**config.mk**
```make
export PLATFORM = sky130hd
export DESIGN_NAME = mix_columns_seq
export DESIGN_NICKNAME = d
export VERILOG_FILES = /design/src/rtl/mix_columns_seq.sv
export SDC_FILE = /design/constraint.sdc
export NUM_CORES = 1
export LEC_CHECK = 0
export ABC_AREA = 1
export CORE_ASPECT_RATIO = 0.75
export CORE_UTILIZATION = 51
export CTS_BUF_LIST = sky130_fd_sc_hd__clkbuf_8
export DETAILED_ROUTE_END_ITERATION = 8
export PLACE_DENSITY_LB_ADDON = 0.25
export SLEW_MARGIN = 20
export SYNTH_ARGS = -nofsm -noshare
export SYNTH_HDL_FRONTEND = slang
export SYNTH_SLANG_ARGS = --single-unit
```
**constraint.sdc**
```tcl
create_clock -name clk -period 4 [get_ports clk]
set_input_delay 0.6 -clock clk [delete_from_list [all_inputs] [get_ports clk]]
set_output_delay 0.6 -clock clk [all_outputs]
set_load 0.01 [all_outputs]
```
**src/rtl/mix_columns_seq.sv**
```systemverilog
// mix_columns_seq: steps AES MixColumns in place across the four state columns.
// Define MIX_INV_EN to add InvMixColumns, chosen by `inverse` when a pass is accepted.
module mix_columns_seq #(
    parameter int PIPE = 0
) (
    input  logic        clk,
    input  logic        reset_n,
    input  logic        start,
    input  logic        inverse,
    output logic        busy,
    output logic        done,
    output logic [1:0]  rd_idx,
    output logic        rd_row_col,
    input  logic [31:0] rd_data,
    output logic        wr_en,
    output logic [1:0]  wr_idx,
    output logic        wr_row_col,
    output logic [31:0] wr_data
);
    typedef enum logic [1:0] {IDLE, RUN, DONE} state_t;

    localparam logic [2:0]  LAG  = 3'(PIPE);
    localparam logic [2:0]  LAST = 3'(3 + PIPE);
    localparam logic [15:0] FWD  = 16'h2311;

    function automatic logic [7:0] xtime(input logic [7:0] x);
        return {x[6:0], 1'b0} ^ (x[7] ? 8'h1b : 8'h00);
    endfunction

    // Multiply by a 4-bit constant using an xtime chain (covers 01..0e).
    function automatic logic [7:0] gmul4(input logic [7:0] x, input logic [3:0] c);
        logic [7:0] x2, x4, x8;
        x2 = xtime(x);
        x4 = xtime(x2);
        x8 = xtime(x4);
        return (c[0] ? x : 8'h00) ^ (c[1] ? x2 : 8'h00) ^
               (c[2] ? x4 : 8'h00) ^ (c[3] ? x8 : 8'h00);
    endfunction

    // coef holds the first matrix row {c0,c1,c2,c3}; each later row is a right rotation.
    function automatic logic [31:0] mix_col(input logic [31:0] col, input logic [15:0] coef);
        logic [7:0]  r;
        logic [31:0] res;
        res = '0;
        for (int i = 0; i < 4; i++) begin
            r = 8'h00;
            for (int j = 0; j < 4; j++) begin
                r ^= gmul4(col[31 - 8*j -: 8], coef[15 - 4*((j - i) & 3) -: 4]);
            end
            res[31 - 8*i -: 8] = r;
        end
        return res;
    endfunction

    state_t      state_q, state_d;
    logic [2:0]  step_q, step_d;
    logic        busy_q, busy_d;
    logic        done_q, done_d;
    logic        wr_en_q, wr_en_d;
    logic [1:0]  rd_idx_q, rd_idx_d;
    logic [1:0]  wr_idx_q, wr_idx_d;
    logic [31:0] col_q, col_d;
    logic [15:0] coef;
    logic [31:0] mix_src;

`ifdef MIX_INV_EN
    logic inv_q, inv_d;
    assign coef = inv_q ? 16'hebd9 : FWD;
`else
    logic unused_inverse;
    assign unused_inverse = inverse;
    assign coef = FWD;
`endif

    always_comb begin
        state_d  = state_q;
        step_d   = step_q;
        busy_d   = busy_q;
        done_d   = 1'b0;
        wr_en_d  = wr_en_q;
        rd_idx_d = rd_idx_q;
        wr_idx_d = wr_idx_q;
        col_d    = rd_data;
`ifdef MIX_INV_EN
        inv_d    = inv_q;
`endif
        case (state_q)
            IDLE: begin
                busy_d  = 1'b0;
                wr_en_d = 1'b0;
                if (start) begin
                    state_d  = RUN;
                    step_d   = 3'd0;
                    busy_d   = 1'b1;
                    rd_idx_d = 2'd0;
                    wr_idx_d = 2'd0;
                    wr_en_d  = (PIPE == 0);
`ifdef MIX_INV_EN
                    inv_d    = inverse;
`endif
                end
            end
            RUN: begin
                if (step_q == LAST) begin
                    state_d = DONE;
                    wr_en_d = 1'b0;
                    done_d  = 1'b1;
                end else begin
                    // Reads stop at column 3; the pipelined variant spends one extra cycle writing it.
                    step_d   = step_q + 3'd1;
                    rd_idx_d = step_d[2] ? 2'd3 : step_d[1:0];
                    wr_idx_d = 2'(step_d - LAG);
                    wr_en_d  = 1'b1;
                end
            end
            DONE: begin
                state_d  = IDLE;
                busy_d   = 1'b0;
                rd_idx_d = 2'd0;
            end
            default: begin
                state_d = IDLE;
                busy_d  = 1'b0;
                wr_en_d = 1'b0;
            end
        endcase
    end

    always_ff @(posedge clk or negedge reset_n) begin
        if (!reset_n) begin
            state_q  <= IDLE;
            step_q   <= 3'd0;
            busy_q   <= 1'b0;
            done_q   <= 1'b0;
            wr_en_q  <= 1'b0;
            rd_idx_q <= 2'd0;
            wr_idx_q <= 2'd0;
`ifdef MIX_INV_EN
            inv_q    <= 1'b0;
`endif
        end else begin
            state_q  <= state_d;
            step_q   <= step_d;
            busy_q   <= busy_d;
            done_q   <= done_d;
            wr_en_q  <= wr_en_d;
            rd_idx_q <= rd_idx_d;
            wr_idx_q <= wr_idx_d;
`ifdef MIX_INV_EN
            inv_q    <= inv_d;
`endif
        end
    end

    always_ff @(posedge clk) begin
        col_q <= col_d;
    end

    assign mix_src    = (PIPE != 0) ? col_q : rd_data;
    assign wr_data    = wr_en_q ? mix_col(mix_src, coef) : 32'h0;
    assign busy       = busy_q;
    assign done       = done_q;
    assign wr_en      = wr_en_q;
    assign rd_idx     = rd_idx_q;
    assign wr_idx     = wr_idx_q;
    assign rd_row_col = 1'b1;
    assign wr_row_col = 1'b1;
endmodule
```
== Yosys cells after proc, flatten, opt, wreduce, memory -nomap -nowiden ==
Cells that the tools add are included.
Word-level totals
  bits in registers: 12
  logic and storage cells: 63
Cells by class
  add/subtract/negate cells: 1
  equality and inequality tests: 6
  mux-type cells: 23
  bitwise gates (word level): 20
  reduce and logical (&&, ||, !) cells: 6
Operators with widths (number)
  $xor A8 B8 Y8: 18
  $mux W32: 1
  $mux W5: 4
  $xor A8 B5 Y8: 2
  $mux W2: 6
  $pmux W2 S2: 2
  $mux W3: 2
  $ne A2 B2 Y1 const B: 3
  $pmux W2 S3: 1
  $pmux W3 S2: 1
  $reduce_and A3 Y1: 2
  $mux W1: 4
  $add A3 B1 Y3 const B: 1
  $eq A3 B2 Y1 const B: 1
  $pmux W1 S3: 1
  $reduce_bool A3 Y1: 1
  $eq A2 B1 Y1 const B: 1
  $eq A2 B2 Y1 const B: 1
  $logic_not A2 Y1: 1
  $pmux W1 S2: 1
  $reduce_and A2 Y1: 1
  $reduce_bool A2 Y1: 1

== Logic depth before layout (Yosys ltp) ==
Gate-level depths: netlist of run 1.
  depth after elaboration: 7
  depth in mapped cells: 10

== Worst setup path after synthesis of run 1 ==
OpenSTA, ideal clock, no wires.
  path type: input-to-output
  start: input rd_data[15]
  end: output wr_data[19]
  arrival: 1.444 ns
  path slack: 1.956 ns
  stages on the path: 10
  path buffers: 1
  path through: buf_4 inv_1 nand2_1 nand2_1 nand2_1 nand2_1 nand2_1 nand3_1 nand2_1 nor2_1
On the way
  longest elaborated chain between the ends: 6
Ends and longest elaborated chain
  from (decl): RTL line 14  | input logic [31:0] rd_data,
  $mux W5
  $xor A8 B8 Y8: RTL line 27  | return {x[6:0], 1'b0} ^ (x[7] ? 8'h1b : 8'h00);
  $xor A8 B8 Y8: RTL line 36  | return (c[0] ? x : 8'h00) ^ (c[1] ? x2 : 8'h00) ^
  $xor A8 B8 Y8 (2 in series): RTL line 48  | r ^= gmul4(col[31 - 8*j -: 8], coef[15 - 4*((j - i) & 3) -: 4]);
  $mux W32: RTL line 160  | assign wr_data = wr_en_q ? mix_col(mix_src, coef) : 32'h0;
  to (decl): RTL line 18  | output logic [31:0] wr_data
No other way between the ends.

== Final worst setup path of run 1 ==
  start: input rd_data[15]
  end: output wr_data[12]
On the way
  longest elaborated chain between the ends: 5
Ends and longest elaborated chain (RTL line)
  $mux W5
  $xor A8 B8 Y8: 27
  $xor A8 B8 Y8 (2 in series): 48
  $mux W32: 160
No other way between the ends.

==> results of run 1 <==
## kinds of logic (layout without fill, tap and decap cells)
logic type,after synthesis,count (layout),share of synthesized area [%]
xor+xnor,66,66,27.5
other cells,1,2,0.174
fa+ha+maj,2,2,1.16
compound gates,22,22,5.28
buf+inv,52,112,11.3
simple gates,231,231,43.0
flops,10,10,11.6
## sequential cells by signal, indices dropped and copies added, names as in the netlist
| signal | flops |
|---|---|
| done | 1 |
| step_q | 3 |
| state_q | 2 |
| wr_en | 1 |
| busy | 1 |
| rd_idx | 2 |
## worst min-delay path: stages, from the launching register on
cell and delay, ns:
dfrtp_1 0.34, nand3_1 0.08, nand2_1 0.07
## per-stage QoR
step	cells	util, %	hold WS, ns	power (mW)	instance area (um2)
2_1_floorplan	385	-	0.304	0.714	2160
3_3_place_gp	496	70.4	0.504	1.11	2850
3_5_place_dp	496	70.4	0.502	1.12	2850
4_1_cts	500	71.7	0.518	1.25	2910
5_1_grt	500	71.7	0.531	1.35	2910
6_report	500	71.7	0.523	1.24	2910
## power groups by stage
stage	sequential, mW	combinational (mW)	clock [mW]
floorplan	0.182	0.532	0
global placement	0.198	0.907	0
detailed placement	0.200	0.920	0
CTS	0.200	0.926	0.127
global route	0.204	1.01	0.134
finish	0.198	0.921	0.125
## placed cells by master (no fill, tap or decap), types with 2 or more instances in the layout
cell             count
ha_1                 2
dfrtp_1             10
and3_1               2
xnor2_2              2
inv_2                3
or2_1                5
xnor2_1             42
a21oi_1             14
nor2_1              53
xor2_1              22
clkbuf_8             4
inv_1               31
clkdlybuf4s50_1     73
nand2_1            143
o21ai_0              6
nor3_1               2
nand3_1             22
conb_1               2
## how the worst max path moves through the flow
stage / depth (start not counted) / slack (ns) / to
floorplan: 10 / 1.96 / wr_data[19]
global placement: 9 / 0.74 / wr_data[12]
detailed placement: 9 / 0.68 / wr_data[12]
CTS: 9 / 0.67 / wr_data[12]
global route: 9 / 0.53 / wr_data[12]
finish: 9 / 0.69 / wr_data[12]
## area by class of cell
type,count,area share [%]
Sequential cell,10,8.61
Timing Repair Buffer,74,25.4
Inverter,34,4.39
Clock buffer,4,1.89
Tap cell,55,2.37
Multi-Input combinational cell,323,57.4
## routing by layer
metal	up-vias	GRT usage (%)	share of wire [%]
li1	1280	-	-
met4	0	2.16	0
met1	1087	31.5	49
met3	0	3.88	6.1
met2	62	40.6	45
met5	-	0	0
==> impl_metrics.ini, run 1 <==
[power_and_ir_drop]
p_clk_share_pct = 10.0
p_per_area_nw_per_um2 = 428
switchingPower_uw = 542
p_int_uw = 702
p_leak_nw = 1.47
power_frac_comb_pct = 74.0
pwr-share-seq_pct = 16.0
swShare_pct = 43.6
irDropWorstVdd_v = 0.000450

[critical_path]
regToRegEndpoint = step_q[1]
cp_max_fo = 8
setup.worst_path.start = rd_data[15]
max_stage_delay_ns = 0.76
cp-start-kind = input port
cp.arrival_ns = 2.71
cp_common_cell = nand2_1
required_ns = 3.40
rr_worst_depth = 8
critPathBufInv = 3
critPathSlowestCell = clkdlybuf4s50_1
reg2reg_slack_ns = 2.51
path_class = input port to output port
path_cells = clkdlybuf4s50_1 -> inv_1 -> nand2_1 -> nand2_1 -> xor2_1 -> nand2_1 -> nand2_1 -> nor2_1 -> clkdlybuf4s50_1
crit_path_end_kind = output port
r2r-start = step_q[0]
path_delay_family = buffers and inverters

[layout]
insertedDiodeCount = 0
final_nets = 484
multi_input_area_um2 = 1670
drive_gt1_share_pct = 2.70
syn_to_final_growth_pct = 34.8
fillerInstances = 350
seq_area_um2 = 250

[floorplan]
start_util_pct = 53.2
coreArea_um2 = 4050
io_pins = 77
die-area_um2 = 4500
die_w_um = 77.1
fp.dieH_um = 58.3
rows = 20

[global_route]
grt_start_max_net_pins = 21
overflow = 0
grt_use_total_pct = 23.2
grt_pass1_wl_mm = 8.60
antenna_found_initial = 0
grt_pass1_vias = 2029

[logic_synthesis]
syn_inst = 384
ys_warn_count = 0
synth_area_um2 = 2160
synth_most_common_cell = nand2_1
ys_seq_elements = 10
ys_seq_area_share_pct = 11.6
ys_top_cells_by_count = 143 x nand2_1, 53 x nor2_1, 42 x xnor2_1
yosysTopAreaCellShare_pct = 24.9
syn_avg_cell_area_um2 = 5.62
synthDistinctLibCells = 27
synth-edff-count = 0
synth_top_area_cell = nand2_1
synth_top_flop_cell = dfrtp_1
async_reset_ff_share_pct = 100
synth_area_leaders = nand2_1 25%, xnor2_1 17%, dfrtp_1 12%

[worst_hold_path]
hold-path-cell-count = 2
hold_path_class = register to register
min_to = busy
min_from = busy

[sta]
grt_setup_unrepaired = no
worst_slew_pin_slew_ns = 0.633
finalSetupTns_ns = 0
max_slew_margin_pct = 57.8
timing.final.crit_share_pct = 82.8
setup_viol = 0
drv_slew = 0
finalClockSkew_ns = 0.00507
finalHoldViolations = 0
final.setup.worst_slack_ns = 0.688
fmax_mhz = 302
min_period_ns = 3.31

[place]
post-place-ws_ns = 0.679
dp_hpwl_mm = 4.35
gp_congestion = 0.834
port_buffers = 73

[drt]
via_per_inst = 4.86
wl_per_cell_um = 10.6
drtPass1Iterations = 5
wl_mm = 5.29
drt_iter0_drc = 146
vias = 2429
drcViolationCount = 0
postRouteAntennaNets = 0

[outcome]
run_status = complete, no violations

[clock_tree]
root_buffer = clkbuf_8
cts_resized = 0
cts_sinks = 10
clk_pin_slew_ns = 0.04
ctsHoldBuffers = 0
clk_latency_ns = 0.23
cts_setup_buffers = 0
htreeDepth = 1
cts_tree = done
cts_buffer_depth = 2
numCtsBuffers = 3

[flow_run]
maxCapViolCount = 0
(Power assumes the default switching activity.)
==> run 2, diff against run 1 <==
Settings changed: CORE_UTILIZATION 51 to 47.
Clock period 4 ns to 3.05 ns, I/O delays scaled along.
==> impl_metrics.ini, run 2 (synthesized netlist as in run 1, its figures left out) <==
[layout]
drive_gt1_share_pct = 3.78
final_cell_area_um2 = 2950
top_register = step_q
largest_register_ffs = 3
mostFrequentLayoutCells = 143 x nand2_1, 73 x clkdlybuf4s50_1, 53 x nor2_1
final_nets = 489
layout_commonest_cell = nand2_1
syn_to_final_growth_pct = 36.5
fillerInstances = 376
insertedDiodeCount = 0

[flow_run]
maxCapViolCount = 0

[clock_tree]
cts_tree = done
root_buffer = clkbuf_8
cts_setup_buffers = 0
clk_latency_ns = 0.24
ctsHoldBuffers = 0
cts_buffer_depth = 2
cts_resized = 0
htreeDepth = 1
numCtsBuffers = 3
cts_sinks = 10
clk_pin_slew_ns = 0.05

[critical_path]
cp-start-kind = input port
crit_path_end_kind = output port
path_class = input port to output port
max_stage_delay_ns = 0.55
cp.arrival_ns = 2.41
required_ns = 2.59
path_cells = clkdlybuf4s50_1 -> buf_4 -> xnor2_2 -> nand2_1 -> nand2_1 -> nand3_1 -> a21oi_1 -> clkdlybuf4s50_1
cp_max_fo = 6
critPathSlowestCell = clkdlybuf4s50_1

[sta]
grt_setup_unrepaired = no
finalHoldViolations = 0
fmax_mhz = 348
drv_slew = 0
hold_ws_ns = 0.509
finalClockSkew_ns = 0.00597
min_period_ns = 2.87
setup_viol = 0
timing.final.crit_share_pct = 94.1
finalSetupTns_ns = 0

[floorplan]
die-area_um2 = 4870
rows = 20
die_w_um = 80.2
io_pins = 77
start_util_pct = 51.0
coreArea_um2 = 4230
fp.dieH_um = 60.7

[drt]
drtPass1Iterations = 5
drt_iter0_drc = 101
vias = 2438
postRouteAntennaNets = 0
wl_mm = 5.38
wl_per_cell_um = 10.7
drcViolationCount = 0
via_per_inst = 4.83

[place]
port_buffers = 73
postPlaceCellArea_um2 = 2890
dp_hpwl_mm = 4.42
gp_congestion = 0.895

[global_route]
antenna_found_initial = 0
grt_pass1_vias = 2069
grt_use_total_pct = 23.0
grt_start_max_net_pins = 31
grt_pass1_wl_mm = 8.74
overflow = 0

[power_and_ir_drop]
p_leak_nw = 1.50
p_per_area_nw_per_um2 = 559
irDropWorstVdd_v = 0.000639

[outcome]
run_status = complete, no violations

[worst_hold_path]
hold_path_class = register to register
[run 2: changes by cell type in the layout (fill, tap and decap cells not counted)]
cell | previous run | this run
buf_4 | 1 | 6
[run 2: routing by layer]
metal	routed length, um	track usage, %
met5	0	0
met4	44	5.36
met3	367	3.16
met2	2360	40.7
met1	2610	30.2
[run 2: per-stage QoR]
stage / power [mW] / utilization [%] / worst slack [ns] / cells
floorplan: 0.936 / - / 1.29 / 385
global placement: 1.46 / 68.3 / 0.221 / 501
detailed placement: 1.47 / 68.3 / 0.199 / 501
CTS: 1.65 / 69.6 / 0.192 / 505
global route: 1.79 / 69.6 / 0.0453 / 505
finish: 1.65 / 69.6 / 0.178 / 505
[run 2: cell type report]
class / instances / area (um2) / area share (%)
Tap cell: 55 / 68.8 / 2.34
Clock buffer: 4 / 55.1 / 1.87
Multi-Input combinational cell: 323 / 1670 / 56.6
Timing Repair Buffer: 79 / 776 / 26.3
Inverter: 34 / 128 / 4.33
Sequential cell: 10 / 250 / 8.50
[run 2: worst paths after layout]
| kind | start | endpoint | slack (ns) | cells after the start |
|---|---|---|---|---|
| max in group asynchronous | reset_n | done | 2.24 | 1 |
| worst max-delay path | rd_data[15] | wr_data[17] | 0.18 | 8 |
| worst max register to register | step_q[0] | step_q[1] | 1.55 | 8 |
| worst min register to register | busy | busy | 0.51 | 2 |
| worst min-delay path | busy | busy | 0.51 | 2 |
| min in group asynchronous | reset_n | rd_idx[0] | 0.52 | 1 |
[run 2: worst max-delay path, delay by kind of cell]
family | cells | cell delay, ns
buffers and inverters | 3 | 1.33
and+or+nand+nor | 3 | 0.25
AOI/OAI and AO/OA | 1 | 0.15
xor gates and xnor gates | 1 | 0.22
[run 2: report_power, final]
part,leakage [nW],internal (mW),switching [mW]
Clock,0.0288,0.114,0.0539
Sequential,0.124,0.188,0.0387
Combinational,1.34,0.623,0.628
